<file path="src/rtl/seq_detect_ctrl.sv">
`default_nettype none
// ============================================================================
// Module   : seq_detect_ctrl
// Brief    : Run controller for serial pattern detection with match target,
//            no-match timeout and abort.
// Revision : 1.0
// ============================================================================
module seq_detect_ctrl #(
    parameter int MAX_LEN = 8,
    parameter int LEN_W   = 4,
    parameter int CNT_W   = 8,
    parameter int TMO_W   = 16
) (
    input  logic               clk,
    input  logic               rst_n,
    input  logic               cfg_valid,
    output logic               cfg_ready,
    input  logic [MAX_LEN-1:0] cfg_pattern,
    input  logic [LEN_W-1:0]   cfg_len,
    input  logic               cfg_overlap,
    input  logic [CNT_W-1:0]   cfg_target,
    input  logic [TMO_W-1:0]   cfg_timeout,
    output logic               cfg_err,
    input  logic               start,
    input  logic               abort,
    input  logic               in,
    input  logic               in_valid,
    output logic               match,
    output logic [CNT_W-1:0]   match_count,
    output logic               busy,
    output logic               done,
    output logic               timeout_flag
);

    typedef enum logic [1:0] {
        S_IDLE = 2'd0,
        S_RUN  = 2'd1,
        S_DONE = 2'd2,
        S_TMO  = 2'd3
    } state_t;

    localparam logic [LEN_W-1:0] c_max_len = LEN_W'(MAX_LEN);

    state_t               r_state;
    logic                 r_cfg_vld;
    logic [MAX_LEN-1:0]   r_pattern;
    logic [LEN_W-1:0]     r_len;
    logic                 r_overlap;
    logic [CNT_W-1:0]     r_target;
    logic [TMO_W-1:0]     r_timeout;
    // Oldest history bit is never compared, so only MAX_LEN-1 bits are kept.
    logic [MAX_LEN-2:0]   r_hist;
    logic [LEN_W-1:0]     r_fill;
    logic [TMO_W-1:0]     r_timer;

    logic [MAX_LEN-1:0]   w_hist_next;
    logic [MAX_LEN-1:0]   w_mask;
    logic                 w_cfg_legal;
    logic                 w_start_ok;
    logic                 w_fill_ok;
    logic                 w_hit;
    logic [LEN_W-1:0]     w_fill_inc;
    logic [CNT_W-1:0]     w_cnt_inc;
    logic                 w_tmo_hit;

    assign cfg_ready   = (r_state == S_IDLE);
    assign w_cfg_legal = (cfg_len != '0) && (cfg_len <= c_max_len);
    // A config accepted in the same cycle as start arms the run with it.
    assign w_start_ok  = start && (r_cfg_vld || (cfg_valid && w_cfg_legal));
    assign w_hist_next = {r_hist, in};
    assign w_fill_ok   = ({1'b0, r_fill} + (LEN_W+1)'(1)) >= {1'b0, r_len};
    assign w_hit       = (r_state == S_RUN) && in_valid && w_fill_ok &&
                         ((w_hist_next & w_mask) == (r_pattern & w_mask));
    assign w_fill_inc  = (r_fill == c_max_len) ? r_fill : r_fill + LEN_W'(1);
    assign w_cnt_inc   = (&match_count) ? match_count : match_count + CNT_W'(1);
    assign w_tmo_hit   = (r_timeout != '0) && (r_timer == r_timeout - TMO_W'(1));

    always_comb begin
        w_mask = '0;
        for (int i = 0; i < MAX_LEN; i++) begin
            w_mask[i] = (i < int'(r_len));
        end
    end

    always_ff @(posedge clk or negedge rst_n) begin
        if (!rst_n) begin
            r_state      <= S_IDLE;
            r_cfg_vld    <= 1'b0;
            r_pattern    <= '0;
            r_len        <= '0;
            r_overlap    <= 1'b0;
            r_target     <= '0;
            r_timeout    <= '0;
            r_hist       <= '0;
            r_fill       <= '0;
            r_timer      <= '0;
            match        <= 1'b0;
            match_count  <= '0;
            busy         <= 1'b0;
            done         <= 1'b0;
            timeout_flag <= 1'b0;
            cfg_err      <= 1'b0;
        end else begin
            match   <= 1'b0;
            cfg_err <= 1'b0;
            if (abort) begin
                r_state      <= S_IDLE;
                busy         <= 1'b0;
                done         <= 1'b0;
                timeout_flag <= 1'b0;
            end else begin
                case (r_state)
                    S_IDLE: begin
                        if (cfg_valid) begin
                            if (w_cfg_legal) begin
                                r_pattern <= cfg_pattern;
                                r_len     <= cfg_len;
                                r_overlap <= cfg_overlap;
                                r_target  <= cfg_target;
                                r_timeout <= cfg_timeout;
                                r_cfg_vld <= 1'b1;
                            end else begin
                                cfg_err <= 1'b1;
                            end
                        end
                        if (w_start_ok) begin
                            r_state     <= S_RUN;
                            r_hist      <= '0;
                            r_fill      <= '0;
                            r_timer     <= '0;
                            match_count <= '0;
                            busy        <= 1'b1;
                        end
                    end
                    S_RUN: begin
                        if (in_valid) begin
                            r_hist <= w_hist_next[MAX_LEN-2:0];
                            r_fill <= (w_hit && !r_overlap) ? '0 : w_fill_inc;
                        end
                        if (w_hit) begin
                            match       <= 1'b1;
                            match_count <= w_cnt_inc;
                            r_timer     <= '0;
                            if ((r_target != '0) && (w_cnt_inc == r_target)) begin
                                r_state <= S_DONE;
                                busy    <= 1'b0;
                                done    <= 1'b1;
                            end
                        end else begin
                            r_timer <= r_timer + TMO_W'(1);
                            if (w_tmo_hit) begin
                                r_state      <= S_TMO;
                                busy         <= 1'b0;
                                timeout_flag <= 1'b1;
                            end
                        end
                    end
                    S_DONE, S_TMO: begin
                        if (start) begin
                            r_state      <= S_RUN;
                            r_hist       <= '0;
                            r_fill       <= '0;
                            r_timer      <= '0;
                            match_count  <= '0;
                            busy         <= 1'b1;
                            done         <= 1'b0;
                            timeout_flag <= 1'b0;
                        end
                    end
                    default: r_state <= S_IDLE;
                endcase
            end
        end
    end

endmodule
`default_nettype wire

</file>
<file path="config.mk">
export PLATFORM = sky130hd
export DESIGN_NAME = seq_detect_ctrl
export DESIGN_NICKNAME = d
export VERILOG_FILES = /design/src/rtl/seq_detect_ctrl.sv
export SDC_FILE = /design/constraint.sdc
export NUM_CORES = 1
export LEC_CHECK = 0
export CAP_MARGIN = 5
export CORE_ASPECT_RATIO = 2
export CORE_MARGIN = 4
export CORE_UTILIZATION = 57
export CTS_BUF_LIST = sky130_fd_sc_hd__clkbuf_4
export CTS_CLUSTER_DIAMETER = 40
export CTS_CLUSTER_SIZE = 25
export DETAILED_ROUTE_END_ITERATION = 8
export PLACE_DENSITY_LB_ADDON = 0.25
export SLEW_MARGIN = 40
export SYNTH_ARGS = -nofsm -noshare
export SYNTH_HDL_FRONTEND = slang
export SYNTH_SLANG_ARGS = --single-unit
</file>
<file path="constraint.sdc">
create_clock -name clk -period 7.71 [get_ports clk]
set_input_delay 0.771 -clock clk [delete_from_list [all_inputs] [get_ports clk]]
set_output_delay 0.771 -clock clk [all_outputs]
set_load 0.02 [all_outputs]
</file>
* After elaboration in Yosys (flattened, before gate mapping)
Cells that the tools add are included.
** Storage, ports and cells
- Bits in registers :: 80
- Logic and storage cells :: 129
** Operators by class
- Add/subtract/negate cells :: 5
- $lt $le $gt $ge :: 10
- Equal/unequal tests :: 20
- Muxes and demuxes :: 49
- Bitwise operators :: 3
- Reductions and logical operators :: 26
** Operator list (number)
- $mux W16 :: 3
- $pmux W16 S3 :: 1
- $mux W8 :: 4
- $pmux W8 S3 :: 1
- $reduce_and A4 Y1 :: 6
- $mux W7 :: 3
- $pmux W7 S3 :: 1
- $mux W1 :: 20
- $mux W4 :: 5
- $add A16 B1 Y16 const B :: 1
- $and A8 B8 Y8 :: 2
- $eq A16 B16 Y1 :: 1
- $eq A8 B8 Y1 :: 2
- $lt A3 B4 Y1 const A :: 4
- $reduce_bool A16 Y1 :: 1
- $sub A16 B1 Y16 const B :: 1
- $mux W2 :: 6
- $ne A3 B3 Y1 const B :: 4
- $pmux W4 S3 :: 1
- $logic_and A1 B1 Y1 :: 9
- $add A8 B1 Y8 const B :: 1
- $lt A1 B4 Y1 const A :: 2
- $lt A2 B4 Y1 const A :: 2
- $reduce_and A8 Y1 :: 1
- other kinds (26) :: 31

* Logic depth before layout (Yosys ltp)
- Depth after elaboration :: 8
- Depth in mapped cells :: 10
- Depth with buffers taken out :: 9

* Worst setup path before layout
OpenSTA, ideal clock, no wires.
- Path kind :: input to register
- From :: in in
- To :: reg match_count[5]
- Library setup time :: 0.082 ns
- Arrival time :: 2.507 ns
- Setup slack :: 5.121 ns
- Stages on the path :: 8
- Buffers on the path :: 1
- Path through :: xor2_1 a211oi_1 o21ai_0 a221o_1 or2_4 buf_6 o41a_1 a31oi_1
** Between the ends
- Longest elaborated chain between the ends :: 5
** RTL lines
- start: declaration :: line 26 : input logic in,
- $and A8 B8 Y8 :: line 73 : ((w_hist_next & w_mask) == (r_pattern & w_mask));
- $eq A8 B8 Y1 :: line 73
- $logic_and A1 B1 Y1 :: line 72 : assign w_hit = (r_state == S_RUN) && in_valid && w_fill_ok &&
- $ne A2 B2 Y1 (no line)
- $reduce_and A4 Y1 (no line)
- end signal: assignment :: line 142 : match_count <= w_cnt_inc;
- end: declaration :: line 29 : output logic [CNT_W-1:0] match_count,
Every way passes these cells.
A chain may end at the register's enable or synchronous reset.

* Final worst setup path
- From :: reg match_count[0]
- To :: reg r_state[0]
** Between the ends
- Longest elaborated chain between the ends :: 6
** RTL lines
- $add A8 B1 Y8 or $reduce_and A8 Y1 (tied branches) :: line 75 : assign w_cnt_inc = (&match_count) ? match_count : match_count + CNT_W'(1);
- $mux W8 (*) :: line 75
- $eq A8 B8 Y1 (*) :: line 144 : if ((r_target != '0) && (w_cnt_inc == r_target)) begin
- $logic_and A1 B1 Y1 (*) :: line 144
- $ne A4 B3 Y1 (no line) (*)
- $reduce_and A4 Y1 (no line) (*)
- end signal: assignment :: line 145 : r_state <= S_DONE;
- end signal: assignment :: line 152 : r_state <= S_TMO;
- end signal: assignment :: line 160 : r_state <= S_RUN;
- end: declaration :: line 44 : state_t r_state;
Mark *: on every way between the ends. The rest lies on a longest branch, timed or not.

==> run summary <==
The run finished with clean final reports. The number of library cell types mapped by synthesis is 75. The largest individual stage delay along the critical path comes from the cell sky130_fd_sc_hd__nor4_2. The half-perimeter wire length after placement came out at 9030 µm. The met1 track demand over resource came out at 26.0%.

The met3 capacity usage during global routing came out at 4.14%. The number of nets produced by synthesis came out at between 500 and 600. The worst-path maximum fanout came out at 8. Clock-pin slew was measured on the worst setup and hold paths at 0.14 ns.

The count of pins on the block boundary is 58. The worst setup path is launched from a register. The count of hold buffers inserted by post-cts repair came out at 0. Hold timing on the final database bottoms out at a slack of approximately 0.34 ns. The height of the die came out at 139 µm. The count of pins over their slew limit came out at 0.

The number of max-capacitance violations reported is 0. The post-CTS setup buffer count came out at 0. The total of buffers placed on input and output ports is 57. The clock period minus final worst setup slack is a little over 3 ns.

The fraction of synthesis flops using an asynchronous set or reset pin came out at 100%. Each instance of the synthesized netlist takes up on average 10.2 µm². The post-synth design cell area came out at 4890 µm². The first global-routing pass estimated 19700 µm of wire. The final count of negative-setup-slack endpoints came out at 0. After floorplanning, the core was sized to cover between 8000 and 9000 µm².

The insertion delay to the later sink of the worst-skew pair is 0.46 ns. The number of sinks driven by the clock tree is 80. The largest clock skew in the final design came out at between 0.02 and 0.025 ns. The number of global-route vias before repair came out at 4177. The routed layout has 4006 vias. The width of the chip is 73.5 µm. The number of gates given a new drive strength after cts came out at 0. The number of DRC markers in iteration 0 came out at 202.

Yosys printed 0 warnings. The number of flops mapped to enable cells by yosys came out at 0. Routability-driven placement finished with a final weighted congestion of slightly above 0.9. The worst setup path is captured at a register. The total congestion overflow is 0. Across the VDD grid, the largest voltage drop is 0.000218 V. The post-detailed-route DRC marker count came out at 0.

The growth of design area from synthesis to finish is 14.9%. The largest buffer count on any clock path is 2. The remaining antenna violation count after routing is 0. The layer flagged by global routing as most heavily used is met2.

The via density per instance came out at 6.37. The flip-flop and latch count after synthesis is 80. The headroom to the max-slew limit is 45.4%. The sum of negative setup slack came out at 0 ns. CTS placed an instance of sky130_fd_sc_hd__clkbuf_4 at the clock tree root. The largest net degree at the start of global routing came out at about 80. The arrival time at the worst endpoint came out at 3.39 ns.

The number of placement rows came out at 47. By area the synthesized netlist is led by sky130_fd_sc_hd__dfrtp_1 (41%), sky130_fd_sc_hd__mux2_2 (8.7%), sky130_fd_sc_hd__xor2_1 (4.5%). The sum of routed wire length over all layers came out at 12000 µm. TritonCTS built the clock tree. The power density over the cells is 298 nW/µm². The starting utilization of the core area is between 50% and 60%. The commonest cells after synthesis are sky130_fd_sc_hd__dfrtp_1 (80), sky130_fd_sc_hd__mux2_2 (38), sky130_fd_sc_hd__nor2_1 (34).

The die covers 10200 µm². The largest total area in the synthesized netlist belongs to sky130_fd_sc_hd__dfrtp_1. The required time of the critical path came out at between 8 and 9 ns. The fmax came out at 327 MHz. The filler cell count in the final layout is 695.

The number of nets in the layout is 578. Synthesis handed over a netlist of 480 instances. The worst hold path belongs to the class in2async. The share of the clock period used by the worst path is 39.7%.

The met2 track demand over resource is 43.4%. Setup repair after global routing left no endpoint under its margin. The final hold violation count came out at 0.

The global router's overall resource usage is 24.5%. The analysis attributes to cell leakage a power of ~0.0023 µW. For this run, the leading register cell type out of synthesis is sky130_fd_sc_hd__dfrtp_1. The actual slew at the worst max-slew pin came out at 0.819 ns. The post-detailed-route wirelength per cell came out at 19.1 µm. The level count of the clock H-tree is 3.

The first-pass iteration count of the detailed router is 5. The number of antenna violations at the first check in global routing is 1. The top cell type by area accounts for between 40% and 50% of the synthesized area. Walking the worst path, the cells encountered are ha_1 -> nand2_1 -> nor3_4 -> a311oi_1 -> a211o_1 -> nor4_2 -> nor2b_1 -> o221ai_1. The number of clock buffers inserted by TritonCTS is 9. The share of layout cells above drive strength 1 came out at between 10% and 20%. The delay of the slowest cell on the worst path is 0.61 ns. The most used standard cell by instance count after synthesis is sky130_fd_sc_hd__dfrtp_1. The share of the Yosys chip area taken by registers is around 41%.

By startpoint and endpoint, the worst setup path is classified as reg2reg.
-- placed cells by master, fill, tap and decap left out, types with 6 or more instances in the layout --
cell	Yosys	final
sky130_fd_sc_hd__dfrtp_1	80	80
sky130_fd_sc_hd__clkdlybuf4s50_1	0	56
sky130_fd_sc_hd__mux2_2	38	38
sky130_fd_sc_hd__nor2_1	34	34
sky130_fd_sc_hd__xor2_1	25	25
sky130_fd_sc_hd__nand3_1	20	20
sky130_fd_sc_hd__nand2_1	20	20
sky130_fd_sc_hd__a21oi_1	18	18
sky130_fd_sc_hd__xnor2_1	16	16
sky130_fd_sc_hd__inv_1	13	13
sky130_fd_sc_hd__o21ai_0	11	11
sky130_fd_sc_hd__nand2b_1	10	10
sky130_fd_sc_hd__nor3_1	11	10
sky130_fd_sc_hd__nand4_1	10	10
sky130_fd_sc_hd__clkbuf_4	0	10
sky130_fd_sc_hd__ha_1	9	9
sky130_fd_sc_hd__a22o_1	8	8
sky130_fd_sc_hd__and3_1	8	8
sky130_fd_sc_hd__o31ai_1	7	7
sky130_fd_sc_hd__a31oi_1	7	7
sky130_fd_sc_hd__nor3b_1	6	6
-- final cells by class --
class                   instances  area (µm²)  share of cell area [%]
clock inverters                 6        70.1                    1.25
repair buffers                 60         594                    10.6
multi-input cells             361        2700                    48.1
flip-flops and latches         80        2000                    35.6
clock buffers                  10        75.1                    1.34
diodes                          1        2.50                  0.0445
well taps                      98         123                    2.18
inverters                      13        48.8                   0.868
-- through the flow --
| stage | instance area, µm² | utilization [%] | instances | setup slack [ns] | power [µW] |
|---|---|---|---|---|---|
| finish | 5620 | 67.3 | 629 | 4.65 | 1670 |
| global route | 5620 | 67.3 | 629 | 4.53 | 1790 |
| CTS | 5620 | 67.3 | 628 | 4.72 | 1680 |
| detailed placement | 5470 | 65.5 | 612 | 4.23 | 1420 |
| global placement | 5460 | 65.4 | 612 | 4.37 | 1380 |
| floorplan | 4890 | - | 480 | 5.12 | 1230 |
-- power by group --
| part | internal [µW] | switching, µW | leakage [µW] |
|---|---|---|---|
| clock | 103 | 154 | 0.0000688 |
| sequential | 553 | 219 | 0.00103 |
| combinational | 348 | 295 | 0.00124 |
-- path summary, 6_finish.rpt --
| kind | depth (start not counted) | to | slack (ns) | from |
|---|---|---|---|---|
| min in group clk | 1 | r_cfg_vld$_DFFE_PN0P_ | 0.50 | r_cfg_vld$_DFFE_PN0P_ |
| setup reg to reg | 8 | r_state[0]$_DFFE_PN0P_ | 4.65 | match_count[0]$_DFFE_PN0P_ |
| setup / recovery | 8 | r_state[0]$_DFFE_PN0P_ | 4.65 | match_count[0]$_DFFE_PN0P_ |
| max in group asynchronous | 1 | r_target[0]$_DFFE_PN0P_ | 6.87 | rst_n |
| hold reg to reg | 1 | r_cfg_vld$_DFFE_PN0P_ | 0.50 | r_cfg_vld$_DFFE_PN0P_ |
| hold / removal | 1 | r_timeout[3]$_DFFE_PN0P_ | 0.34 | rst_n |
-- worst max-delay path: cells and delay by family, from the launching register on --
| kind | cells | cell delay [ns] |
|---|---|---|
| flops | 1 | 0.51 |
| compound gates | 3 | 0.56 |
| fa+ha+maj | 1 | 0.39 |
| simple gates | 4 | 1.48 |
-- sequential cells by signal, summed over array words and instances, names as in the netlist, 2 cells and up --
register / flops
match_count: 8
r_fill: 4
r_hist: 7
r_len: 4
r_pattern: 8
r_state: 2
r_target: 8
r_timeout: 16
r_timer: 16
-- per-layer routing --
| metal | routed length [µm] | up-vias |
|---|---|---|
| li1 | - | 1886 |
| met1 | 4290 | 1974 |
| met2 | 6870 | 108 |
| met3 | 375 | 38 |
| met4 | 457 | 0 |
| met5 | 0 | - |
-- logic make-up after synthesis --
group	count (synthesis)	synth area share (%)
flip-flops	80	40.9
buffers and inverters	39	3.91
adder cells (fa/ha/maj)	9	2.30
XOR/XNOR	41	7.34
AO/OA/AOI/OAI	106	16.4
AND/OR/NAND/NOR	163	19.5
multiplexers	42	9.57
(Power assumes the default switching activity.)
